--- config.mk ---
export PLATFORM = sky130hd
export DESIGN_NAME = alu_regfile_datapath_flat
export DESIGN_NICKNAME = d
export VERILOG_FILES = /design/src/rtl/alu_regfile_pkg.sv /design/src/rtl/alu_regfile_datapath_if.sv /design/src/rtl/dp_alu.sv /design/src/rtl/alu_regfile_datapath.sv /design/src/flat_wrapper.sv
export SDC_FILE = /design/constraint.sdc
export NUM_CORES = 1
export LEC_CHECK = 0
export ABC_CLOCK_PERIOD_IN_PS = 7530
export CORE_MARGIN = 5
export CORE_UTILIZATION = 40
export CTS_BUF_LIST = sky130_fd_sc_hd__clkbuf_16
export CTS_CLUSTER_SIZE = 12
export DETAILED_ROUTE_END_ITERATION = 10
export PLACE_DENSITY = 0.59
export SETUP_SLACK_MARGIN = 0.05
export SLEW_MARGIN = 10
export SYNTH_ARGS = -nofsm -noshare
export SYNTH_HDL_FRONTEND = slang
export SYNTH_HIERARCHICAL = 1
export SYNTH_SLANG_ARGS = --single-unit
--- constraint.sdc ---
create_clock -name CLK -period 7.53 [get_ports CLK]
set_clock_uncertainty 0.1 [all_clocks]
set_input_delay 1.8825 -clock CLK [delete_from_list [all_inputs] [get_ports CLK]]
set_output_delay 1.8825 -clock CLK [all_outputs]
set_load 0.02 [all_outputs]
--- src/rtl/alu_regfile_pkg.sv ---
// Package: alu_regfile_pkg
// Shared defaults and ALU operation codes for alu_regfile_datapath.
//   DATA_W_DEF / NREGS_DEF / ADDR_W_DEF : default widths and register count
//   alu_op_e                            : SELECT encodings (100-111 reserved)
package alu_regfile_pkg;

  localparam int unsigned DATA_W_DEF = 8;
  localparam int unsigned NREGS_DEF  = 8;
  localparam int unsigned ADDR_W_DEF = $clog2(NREGS_DEF);
  localparam int unsigned SEL_W      = 3;

  typedef enum logic [SEL_W-1:0] {
    ALU_FWD = 3'b000,
    ALU_ADD = 3'b001,
    ALU_AND = 3'b010,
    ALU_OR  = 3'b011
  } alu_op_e;

endpackage

--- src/rtl/alu_regfile_datapath_if.sv ---
// Interface: alu_regfile_datapath_if
// Bus between the register-file/ALU datapath and its controller.
//   WRITE, INADDRESS, OUT1ADDRESS, OUT2ADDRESS, OPERAND2, SELECT : controller -> datapath
//   OUT1, OUT2, RESULT                                          : datapath -> controller
//   ZERO (only with ALU_ZERO_FLAG_EN defined)                   : datapath -> controller
// Modports: master (controller side), slave (datapath side).
interface alu_regfile_datapath_if
  import alu_regfile_pkg::*;
#(
  parameter int unsigned DATA_W = DATA_W_DEF,
  parameter int unsigned NREGS  = NREGS_DEF
);
  localparam int unsigned AW = $clog2(NREGS);

  logic              WRITE;
  logic [AW-1:0]     INADDRESS;
  logic [AW-1:0]     OUT1ADDRESS;
  logic [AW-1:0]     OUT2ADDRESS;
  logic [DATA_W-1:0] OPERAND2;
  logic [SEL_W-1:0]  SELECT;
  logic [DATA_W-1:0] OUT1;
  logic [DATA_W-1:0] OUT2;
  logic [DATA_W-1:0] RESULT;
`ifdef ALU_ZERO_FLAG_EN
  logic              ZERO;

  modport master (
    output WRITE, INADDRESS, OUT1ADDRESS, OUT2ADDRESS, OPERAND2, SELECT,
    input  OUT1, OUT2, RESULT, ZERO
  );
  modport slave (
    input  WRITE, INADDRESS, OUT1ADDRESS, OUT2ADDRESS, OPERAND2, SELECT,
    output OUT1, OUT2, RESULT, ZERO
  );
`else
  modport master (
    output WRITE, INADDRESS, OUT1ADDRESS, OUT2ADDRESS, OPERAND2, SELECT,
    input  OUT1, OUT2, RESULT
  );
  modport slave (
    input  WRITE, INADDRESS, OUT1ADDRESS, OUT2ADDRESS, OPERAND2, SELECT,
    output OUT1, OUT2, RESULT
  );
`endif

endinterface

--- src/rtl/dp_alu.sv ---
// Module: dp_alu
// Combinational ALU.
//   DATA1  in  : first operand (register read port 1)
//   DATA2  in  : second operand (external OPERAND2)
//   SELECT in  : FWD / ADD / AND / OR; reserved codes yield 0
//   RESULT out : operation result, carry discarded
module dp_alu
  import alu_regfile_pkg::*;
#(
  parameter int unsigned DATA_W = DATA_W_DEF
) (
  input  logic [DATA_W-1:0] DATA1,
  input  logic [DATA_W-1:0] DATA2,
  input  logic [SEL_W-1:0]  SELECT,
  output logic [DATA_W-1:0] RESULT
);

  always_comb begin
    RESULT = '0;
    case (SELECT)
      ALU_FWD: RESULT = DATA2;
      ALU_ADD: RESULT = DATA1 + DATA2;
      ALU_AND: RESULT = DATA1 & DATA2;
      ALU_OR:  RESULT = DATA1 | DATA2;
      default: RESULT = '0;
    endcase
  end

endmodule

--- src/rtl/alu_regfile_datapath.sv ---
// Module: alu_regfile_datapath
// Register file (NREGS x DATA_W, two combinational read ports, one write
// port) feeding a dp_alu whose result is written back on WRITE.
//   CLK   in : clock, all state changes on rising edge
//   RESET in : synchronous active-high clear of every register; wins over WRITE
//   bus      : alu_regfile_datapath_if.slave (addresses, operand, select,
//              write enable in; OUT1, OUT2, RESULT out)
// Optional macro ALU_ZERO_FLAG_EN adds bus.ZERO = (RESULT == 0).
module alu_regfile_datapath
  import alu_regfile_pkg::*;
#(
  parameter int unsigned DATA_W = DATA_W_DEF,
  parameter int unsigned NREGS  = NREGS_DEF
) (
  input  logic                 CLK,
  input  logic                 RESET,
  alu_regfile_datapath_if.slave bus
);

  logic [DATA_W-1:0] regs [NREGS];

  // Write-back is registered, so OUT1 -> ALU -> RESULT -> regs is broken by
  // the flops; reads never bypass the write data.
  always_ff @(posedge CLK) begin
    if (RESET) begin
      for (int unsigned i = 0; i < NREGS; i++) begin
        regs[i] <= '0;
      end
    end else if (bus.WRITE) begin
      regs[bus.INADDRESS] <= bus.RESULT;
    end
  end

  assign bus.OUT1 = regs[bus.OUT1ADDRESS];
  assign bus.OUT2 = regs[bus.OUT2ADDRESS];

  dp_alu #(.DATA_W(DATA_W)) u_alu (
    .DATA1  (bus.OUT1),
    .DATA2  (bus.OPERAND2),
    .SELECT (bus.SELECT),
    .RESULT (bus.RESULT)
  );

`ifdef ALU_ZERO_FLAG_EN
  assign bus.ZERO = (bus.RESULT == '0);
`endif

endmodule

--- src/flat_wrapper.sv ---
// flat-port wrapper written by rule: the top's interface ports become plain ports
module alu_regfile_datapath_flat import alu_regfile_pkg::*;
#(
  parameter int unsigned DATA_W = DATA_W_DEF,
  parameter int unsigned NREGS  = NREGS_DEF
)
  (CLK, RESET, bus_WRITE, bus_INADDRESS, bus_OUT1ADDRESS, bus_OUT2ADDRESS, bus_OPERAND2, bus_SELECT, bus_OUT1, bus_OUT2, bus_RESULT);
  alu_regfile_datapath_if #(.DATA_W(DATA_W), .NREGS(NREGS)) bus_i ();
  input  logic CLK;
  input  logic RESET;
  input wire logic [$bits(bus_i.WRITE)-1:0] bus_WRITE;
  input wire logic [$bits(bus_i.INADDRESS)-1:0] bus_INADDRESS;
  input wire logic [$bits(bus_i.OUT1ADDRESS)-1:0] bus_OUT1ADDRESS;
  input wire logic [$bits(bus_i.OUT2ADDRESS)-1:0] bus_OUT2ADDRESS;
  input wire logic [$bits(bus_i.OPERAND2)-1:0] bus_OPERAND2;
  input wire logic [$bits(bus_i.SELECT)-1:0] bus_SELECT;
  output wire logic [$bits(bus_i.OUT1)-1:0] bus_OUT1;
  output wire logic [$bits(bus_i.OUT2)-1:0] bus_OUT2;
  output wire logic [$bits(bus_i.RESULT)-1:0] bus_RESULT;
  assign bus_i.WRITE = bus_WRITE;
  assign bus_i.INADDRESS = bus_INADDRESS;
  assign bus_i.OUT1ADDRESS = bus_OUT1ADDRESS;
  assign bus_i.OUT2ADDRESS = bus_OUT2ADDRESS;
  assign bus_i.OPERAND2 = bus_OPERAND2;
  assign bus_i.SELECT = bus_SELECT;
  assign bus_OUT1 = bus_i.OUT1;
  assign bus_OUT2 = bus_i.OUT2;
  assign bus_RESULT = bus_i.RESULT;
  alu_regfile_datapath #(.DATA_W(DATA_W), .NREGS(NREGS)) u_core (.CLK(CLK), .RESET(RESET), .bus(bus_i));
endmodule
==> flow_metrics.py, run 1 <==
metrics = {
    "timing": {
        "finalSetupTns_ns": 0,
        "hold_ws_ns": 1.627,
        "worstMarginPinSlew_ns": 1.150,
        "slew_violations": 0,
        "finalSetupViolCount": 0,
        "hold_viol_final": 0,
        "rsz0062_at_grt": "no",
        "setup_ws_ns": 0.2078,
        "min_period_ns": 7.322,
        "period_share_pct": 97.24,
        "slew_headroom_pct": 23.17,
        "max_freq_mhz": 136.6,
    },
    "power": {
        "power_mw": 1.040,
        "leakage_nw": 1.975,
        "p_per_area_nw_per_um2": 201.9,
        "peakVddDrop_mv": 0.1097,
    },
    "place": {
        "place.gp.congestion": 0.7898,
        "placed_cells": 491,
        "io_buffer_count": 46,
        "placed_area_um2": 4850,
        "dpl_worst_slack_ns": -0.09925,
        "dpl.hpwl_mm": 7.282,
    },
    "worst_setup_path": {
        "reg2reg_to": "u_core/regs[4][4]",
        "rr_startpoint": "u_core/regs[3][0]",
        "crit_arrival_ns": 5.34,
        "ff2ff_setup_slack_ns": 3.83,
        "critPathKind": "input pin to primary output",
        "cpMaxStageDelayCell": "mux4_1",
        "required_ns": 5.55,
        "critPathLaunchType": "input pin",
        "crit_chain": "clkdlybuf4s50_1 > mux4_1 > mux2_2 > ha_1 > fa_1 > xor2_1 > mux4_2 > nor2b_1 > clkdlybuf4s50_1",
        "cp_common_cell": "clkdlybuf4s50_1",
        "worstPathMaxFanout": 4,
        "crit_path_max_incr_delay_ns": 0.58,
        "cp-end-kind": "primary output",
        "r2r_cells": 12,
    },
    "final_layout": {
        "finalNonFillerCells": 507,
        "fill_cells": 897,
        "drive_gt1_share_pct": 16.71,
        "most-common-layout-cells": "nor3_1, edfxtp_1, clkdlybuf4s50_1",
        "fin_util_pct": 50.12,
        "layout.nets": 406,
        "largest-register": "u_core/regs",
        "multi_input_area_um2": 2014,
        "antenna_cells": 0,
        "regArea_um2": 1922,
        "largest_reg_flops": 64,
        "finalInstanceArea_um2": 5151,
        "area_growth_pct": 22.35,
        "reg_top3": "u_core/regs x64",
    },
    "detailed_routing": {
        "drtPass1Iterations": 4,
        "ant_nets": 0,
        "drc_errors": 0,
        "wirelength_mm": 10.46,
        "vias_per_cell": 5.688,
        "drt_iter0_drc": 149,
        "routedWlPerCell_um": 20.63,
        "num_vias": 2884,
    },
    "clock_tree": {
        "clkSinkCount": 64,
        "cts.path.max_buffers": 2,
        "clock_latency_ns": 0.33,
        "ctsHoldBuffers": 0,
        "htreeDepth": 3,
        "path_clk_slew_ns": 0.05,
        "cts_inserted_buffers": 9,
        "cts_setup_buffers": 0,
        "root_buffer": "clkbuf_16",
        "cts_tree": "built",
    },
    "logic_synthesis": {
        "synth_top_cells_by_area": "edfxtp_1, mux4_1, nor3_1",
        "synthAdderAreaFrac_pct": 5.230,
        "synth_top_family_by_area": "multiplexers",
        "syn_inst": 316,
        "synthFlopType": "edfxtp_1",
        "muxShareOfSynthArea_pct": 25.77,
        "synthesis.nets": 356,
        "synth.distinct_cells": 36,
        "synth_edf_count": 64,
        "synth-simple-area-share_pct": 9.747,
        "synth-seq-area-share_pct": 45.65,
        "synth.avg_cell_area_um2": 13.32,
        "yosys_warnings": 6,
        "ys_async_sr_fraction_pct": 0,
        "synth_xor_xnor_area_share_pct": 1.248,
        "synth-compound-area-share_pct": 5.854,
        "synth_top_area_cell": "edfxtp_1",
        "synth_area_um2": 4210,
        "synth_top_area_share_pct": 45.65,
        "synth.ff_latch_count": 64,
    },
    "global_route": {
        "grt_max_degree": 37,
        "antenna_found_initial": 0,
        "grt_pass1_wl_mm": 15.86,
        "grt_pass1_vias": 2850,
        "grt_use_total_pct": 16.63,
        "grt-ovfl-total": 0,
    },
    "job": {
        "maxCapViolCount": 0,
    },
    "floorplanning": {
        "dieArea_um2": 12680,
        "start_util_pct": 40.97,
        "ios": 47,
        "coreArea_um2": 10280,
        "die-width_um": 112.6,
        "rows": 37,
        "die-height_um": 112.6,
    },
    "worst_hold_path": {
        "min_path_cells": 8,
        "hold_path_startpoint": "u_core/regs[7][5]",
        "hold_class": "register to register",
        "min_to": "u_core/regs[3][6]",
    },
    "outcome": {
        "status": "completed",
    },
}
## cells by family (layout without fill, tap and decap cells)
logic type	Yosys count	after routing
adders and majority gates	17	17
muxes	53	53
xor gates and xnor gates	6	6
AOI/OAI and AO/OA	36	36
buffers and inverters	58	113
DFF	64	64
and+or+nand+nor	82	82
## synth_stat cells, types with 5 or more instances
cell type	n
ha_1	16
mux4_2	5
o21ai_0	5
nand2_1	5
nor3_1	64
buf_2	7
mux2_2	16
edfxtp_1	64
o21bai_1	8
a21oi_1	5
clkbuf_1	14
a211oi_1	5
inv_1	22
clkinv_1	8
nor2_1	6
mux4_1	29
## area by class of cell
cell class | instances | share of cell area, %
Clock inverter | 7 | 1.385
Multi-Input combinational cell | 194 | 39.11
Sequential cell | 64 | 37.31
Timing Repair Buffer | 67 | 12.34
Inverter | 30 | 2.186
Tap cell | 136 | 3.303
Clock buffer | 9 | 4.372
## worst max-delay path by stage
| stage | start | slack, ns | cells past startpoint | end |
|---|---|---|---|---|
| 2_1_floorplan | bus_OUT1ADDRESS[0] | 0.75 | 11 | bus_RESULT[4] |
| 3_3_place_gp | bus_OUT1ADDRESS[0] | 0.02 | 11 | bus_RESULT[4] |
| 3_5_place_dp | bus_OUT1ADDRESS[0] | -0.1 | 13 | bus_RESULT[7] |
| 4_1_cts | bus_OUT1ADDRESS[0] | 0.02 | 13 | bus_RESULT[7] |
| 5_1_grt | bus_OUT1ADDRESS[0] | 0.05 | 9 | bus_RESULT[2] |
| 6_report | bus_OUT1ADDRESS[0] | 0.21 | 9 | bus_RESULT[2] |
## power by group
part | switching, mW | leakage (nW) | internal [mW]
sequential | 0.00622 | 0.664 | 0.408
combinational | 0.120 | 1.17 | 0.104
clock | 0.147 | 0.138 | 0.255
## timing repair
item	CTS	global route
resized for setup	3	3
pin swaps	0	0
hold endpoints to repair	0	0
endpoints found under the setup margin	3	3
## critical path, delay by kind of cell
family / cells / cell delay, ns
xor+xnor: 1 / 0.18
simple gates: 1 / 0.18
mux: 3 / 1.32
fa+ha+maj: 2 / 0.65
buf+inv: 2 / 1.13
## per-layer routing
layer | vias to the layer above | global-route usage, % | part of all wire (%)
li1 | 1356 | - | -
met5 | - | 0 | 0
met2 | 87 | 30.33 | 52
met3 | 13 | 3.827 | 6.1
met4 | 0 | 5.048 | 1.6
met1 | 1428 | 19.33 | 40
Note: power is estimated with default switching activity, not from simulation.
==> inputs of run 2 (changes only) <==
--- a/config.mk
+++ b/config.mk
@@ -5,12 +5,14 @@
 export SDC_FILE = /design/constraint.sdc
 export NUM_CORES = 1
 export LEC_CHECK = 0
+export ABC_AREA = 1
 export ABC_CLOCK_PERIOD_IN_PS = 7530
 export CORE_MARGIN = 5
 export CORE_UTILIZATION = 40
 export CTS_BUF_LIST = sky130_fd_sc_hd__clkbuf_16
 export CTS_CLUSTER_SIZE = 12
 export DETAILED_ROUTE_END_ITERATION = 10
+export GPL_TIMING_DRIVEN = 0
 export PLACE_DENSITY = 0.59
 export SETUP_SLACK_MARGIN = 0.05
 export SLEW_MARGIN = 10
==> flow_metrics.py, run 2 <==
metrics = {
    "logic_synthesis": {
        "synth_edf_count": 64,
        "ys_async_sr_fraction_pct": 0,
        "yosys_warnings": 6,
        "synthesis.nets": 689,
        "synth.distinct_cells": 25,
        "synth-seq-area-share_pct": 41.93,
        "synth_top_area_cell": "edfxtp_1",
        "synth.avg_cell_area_um2": 7.062,
        "syn_inst": 649,
        "yosysMostFrequentCell": "nand2_1",
        "synth_area_um2": 4583,
        "synth.ff_latch_count": 64,
        "synthFlopType": "edfxtp_1",
        "synth_top_cells_by_area": "edfxtp_1, nand2_1, inv_1",
        "synthTopCellsByCount": "nand2_1, inv_1, nand3_1",
        "synth_top_area_share_pct": 41.93,
    },
    "worst_hold_path": {
        "hold_class": "register to register",
    },
    "timing": {
        "worstMarginPinSlew_ns": 0.5097,
        "hold_ws_ns": 1.430,
        "setup_ws_ns": 0.9384,
        "hold_viol_final": 0,
        "finalSetupTns_ns": 0,
        "finalSetupViolCount": 0,
        "slew_headroom_pct": 65.99,
        "period_share_pct": 87.54,
        "max_freq_mhz": 151.7,
        "rsz0062_at_grt": "no",
        "slew_violations": 0,
        "min_period_ns": 6.592,
    },
    "worst_setup_path": {
        "crit_path_max_incr_delay_ns": 0.60,
        "critPathLaunchType": "input pin",
        "cp-end-kind": "primary output",
        "crit_arrival_ns": 4.61,
        "cp_common_cell": "nand2_1",
        "critPathKind": "input pin to primary output",
        "required_ns": 5.55,
        "cpMaxStageDelayCell": "clkdlybuf4s50_1",
        "worstPathMaxFanout": 10,
        "crit_chain": "buf_2 > inv_2 > buf_6 > nand2_1 > nand3_1 > nand2_1 > nand2_1 > nand2_1 > ha_1 > fa_1 > nand2_1 > nand3_1 > nand3_1 > nand2_1 > nand2_1 > nand3_1 > nand2_1 > clkdlybuf4s50_1",
    },
    "power": {
        "p_switching_uw": 307.0,
        "p_per_area_nw_per_um2": 203.1,
        "seq_power_share_pct": 36.9,
        "internal_power_uw": 809.7,
        "swShare_pct": 27.49,
        "peakVddDrop_mv": 0.1233,
        "clkPwrFrac_pct": 41.6,
        "power_mw": 1.117,
        "combPwrFrac_pct": 21.5,
        "leakage_nw": 2.793,
    },
    "final_layout": {
        "area_growth_pct": 19.96,
        "layout.nets": 740,
        "reg_top3": "u_core/regs x64",
        "drive_gt1_share_pct": 8.652,
        "largest-register": "u_core/regs",
        "antenna_cells": 0,
        "most-common-layout-cells": "nand2_1, inv_1, nand3_1",
        "final_common_cell": "nand2_1",
        "largest_reg_flops": 64,
    },
    "clock_tree": {
        "root_buffer": "clkbuf_16",
        "cts.path.max_buffers": 2,
        "clock_latency_ns": 0.33,
        "cts_setup_buffers": 0,
        "ctsResizeCount": 0,
        "htreeDepth": 3,
        "ctsHoldBuffers": 0,
        "cts_inserted_buffers": 9,
        "path_clk_slew_ns": 0.05,
        "cts_tree": "built",
        "clkSinkCount": 64,
    },
    "global_route": {
        "grt_use_total_pct": 20.91,
        "antenna_found_initial": 0,
        "grt_max_degree": 12,
        "grt_pass1_vias": 3951,
        "grt_pass1_wl_mm": 21.08,
        "grt-ovfl-total": 0,
    },
    "place": {
        "io_buffer_count": 40,
        "dpl_worst_slack_ns": 0.9478,
        "dpl.hpwl_mm": 10.41,
        "place.gp.congestion": 0.9184,
    },
    "detailed_routing": {
        "vias_per_cell": 4.956,
        "wirelength_mm": 13.76,
        "routedWlPerCell_um": 16.23,
        "drtPass1Iterations": 5,
        "ant_nets": 0,
        "drc_errors": 0,
        "num_vias": 4203,
        "drt_iter0_drc": 472,
    },
    "job": {
        "maxCapViolCount": 0,
    },
    "floorplanning": {
        "ios": 47,
        "rows": 39,
        "die-height_um": 117.0,
        "coreArea_um2": 11320,
        "start_util_pct": 40.48,
        "die-width_um": 117.0,
        "dieArea_um2": 13700,
    },
    "outcome": {
        "status": "completed",
    },
}
## run 2: power by group through the flow
stage / registers (mW) / clock network, mW / logic (mW)
5_1_grt: 0.413 / 0.488 / 0.265
3_3_place_gp: 0.419 / 0 / 0.238
3_5_place_dp: 0.419 / 0 / 0.240
4_1_cts: 0.412 / 0.473 / 0.242
2_1_floorplan: 0.417 / 0 / 0.150
6_report: 0.412 / 0.464 / 0.241
## run 2: path summary, 6_finish.rpt
check	from	end	slack (ns)	depth (start not counted)
worst max-delay path	bus_OUT1ADDRESS[0]	bus_RESULT[6]	0.94	18
worst min-delay path	u_core/regs[4][6]	u_core/regs[1][6]	1.43	11
worst max register to register	u_core/regs[2][0]	u_core/regs[2][2]	4.64	13
worst min register to register	u_core/regs[4][6]	u_core/regs[1][6]	1.43	11
## run 2: logic make-up after synthesis
kind of cell    after synthesis  synth area share, %
compound gates               17                2.320
fa+ha+maj                    17                4.805
buf+inv                     136                12.50
flops                        64                41.93
simple gates                415                38.44
## run 2: worst max-delay path, delay by kind of cell
| family | cells | cell delay [ns] |
|---|---|---|
| simple gates | 12 | 1.05 |
| buf+inv | 4 | 1.03 |
| fa+ha+maj | 2 | 0.64 |
## run 2: through the flow
step	util, %	instances	cell area, um2
6_report	48.56	848	5498
3_5_place_dp	45.60	832	5162
3_3_place_gp	45.60	832	5162
5_1_grt	48.56	848	5498
2_1_floorplan	-	649	4583
4_1_cts	48.56	848	5498
## run 2: layout make-up
| type | count | area (um2) |
|---|---|---|
| Clock buffer | 9 | 225.2 |
| Buffer | 22 | 145.1 |
| Sequential cell | 64 | 1922 |
| Fill cell | 1191 | 5823 |
| Clock inverter | 7 | 110.1 |
| Multi-Input combinational cell | 449 | 2088 |
| Timing Repair Buffer | 40 | 400.4 |
| Inverter | 114 | 427.9 |
| Tap cell | 143 | 178.9 |
## run 2: metal layers
layer | GRT usage (%) | wire, um | vias to the layer above
met5 | 0 | 0 | -
met1 | 27.40 | 6081 | 1902
met4 | 8.792 | 410 | 0
li1 | - | - | 2110
met3 | 4.062 | 884 | 30
met2 | 33.94 | 6385 | 161
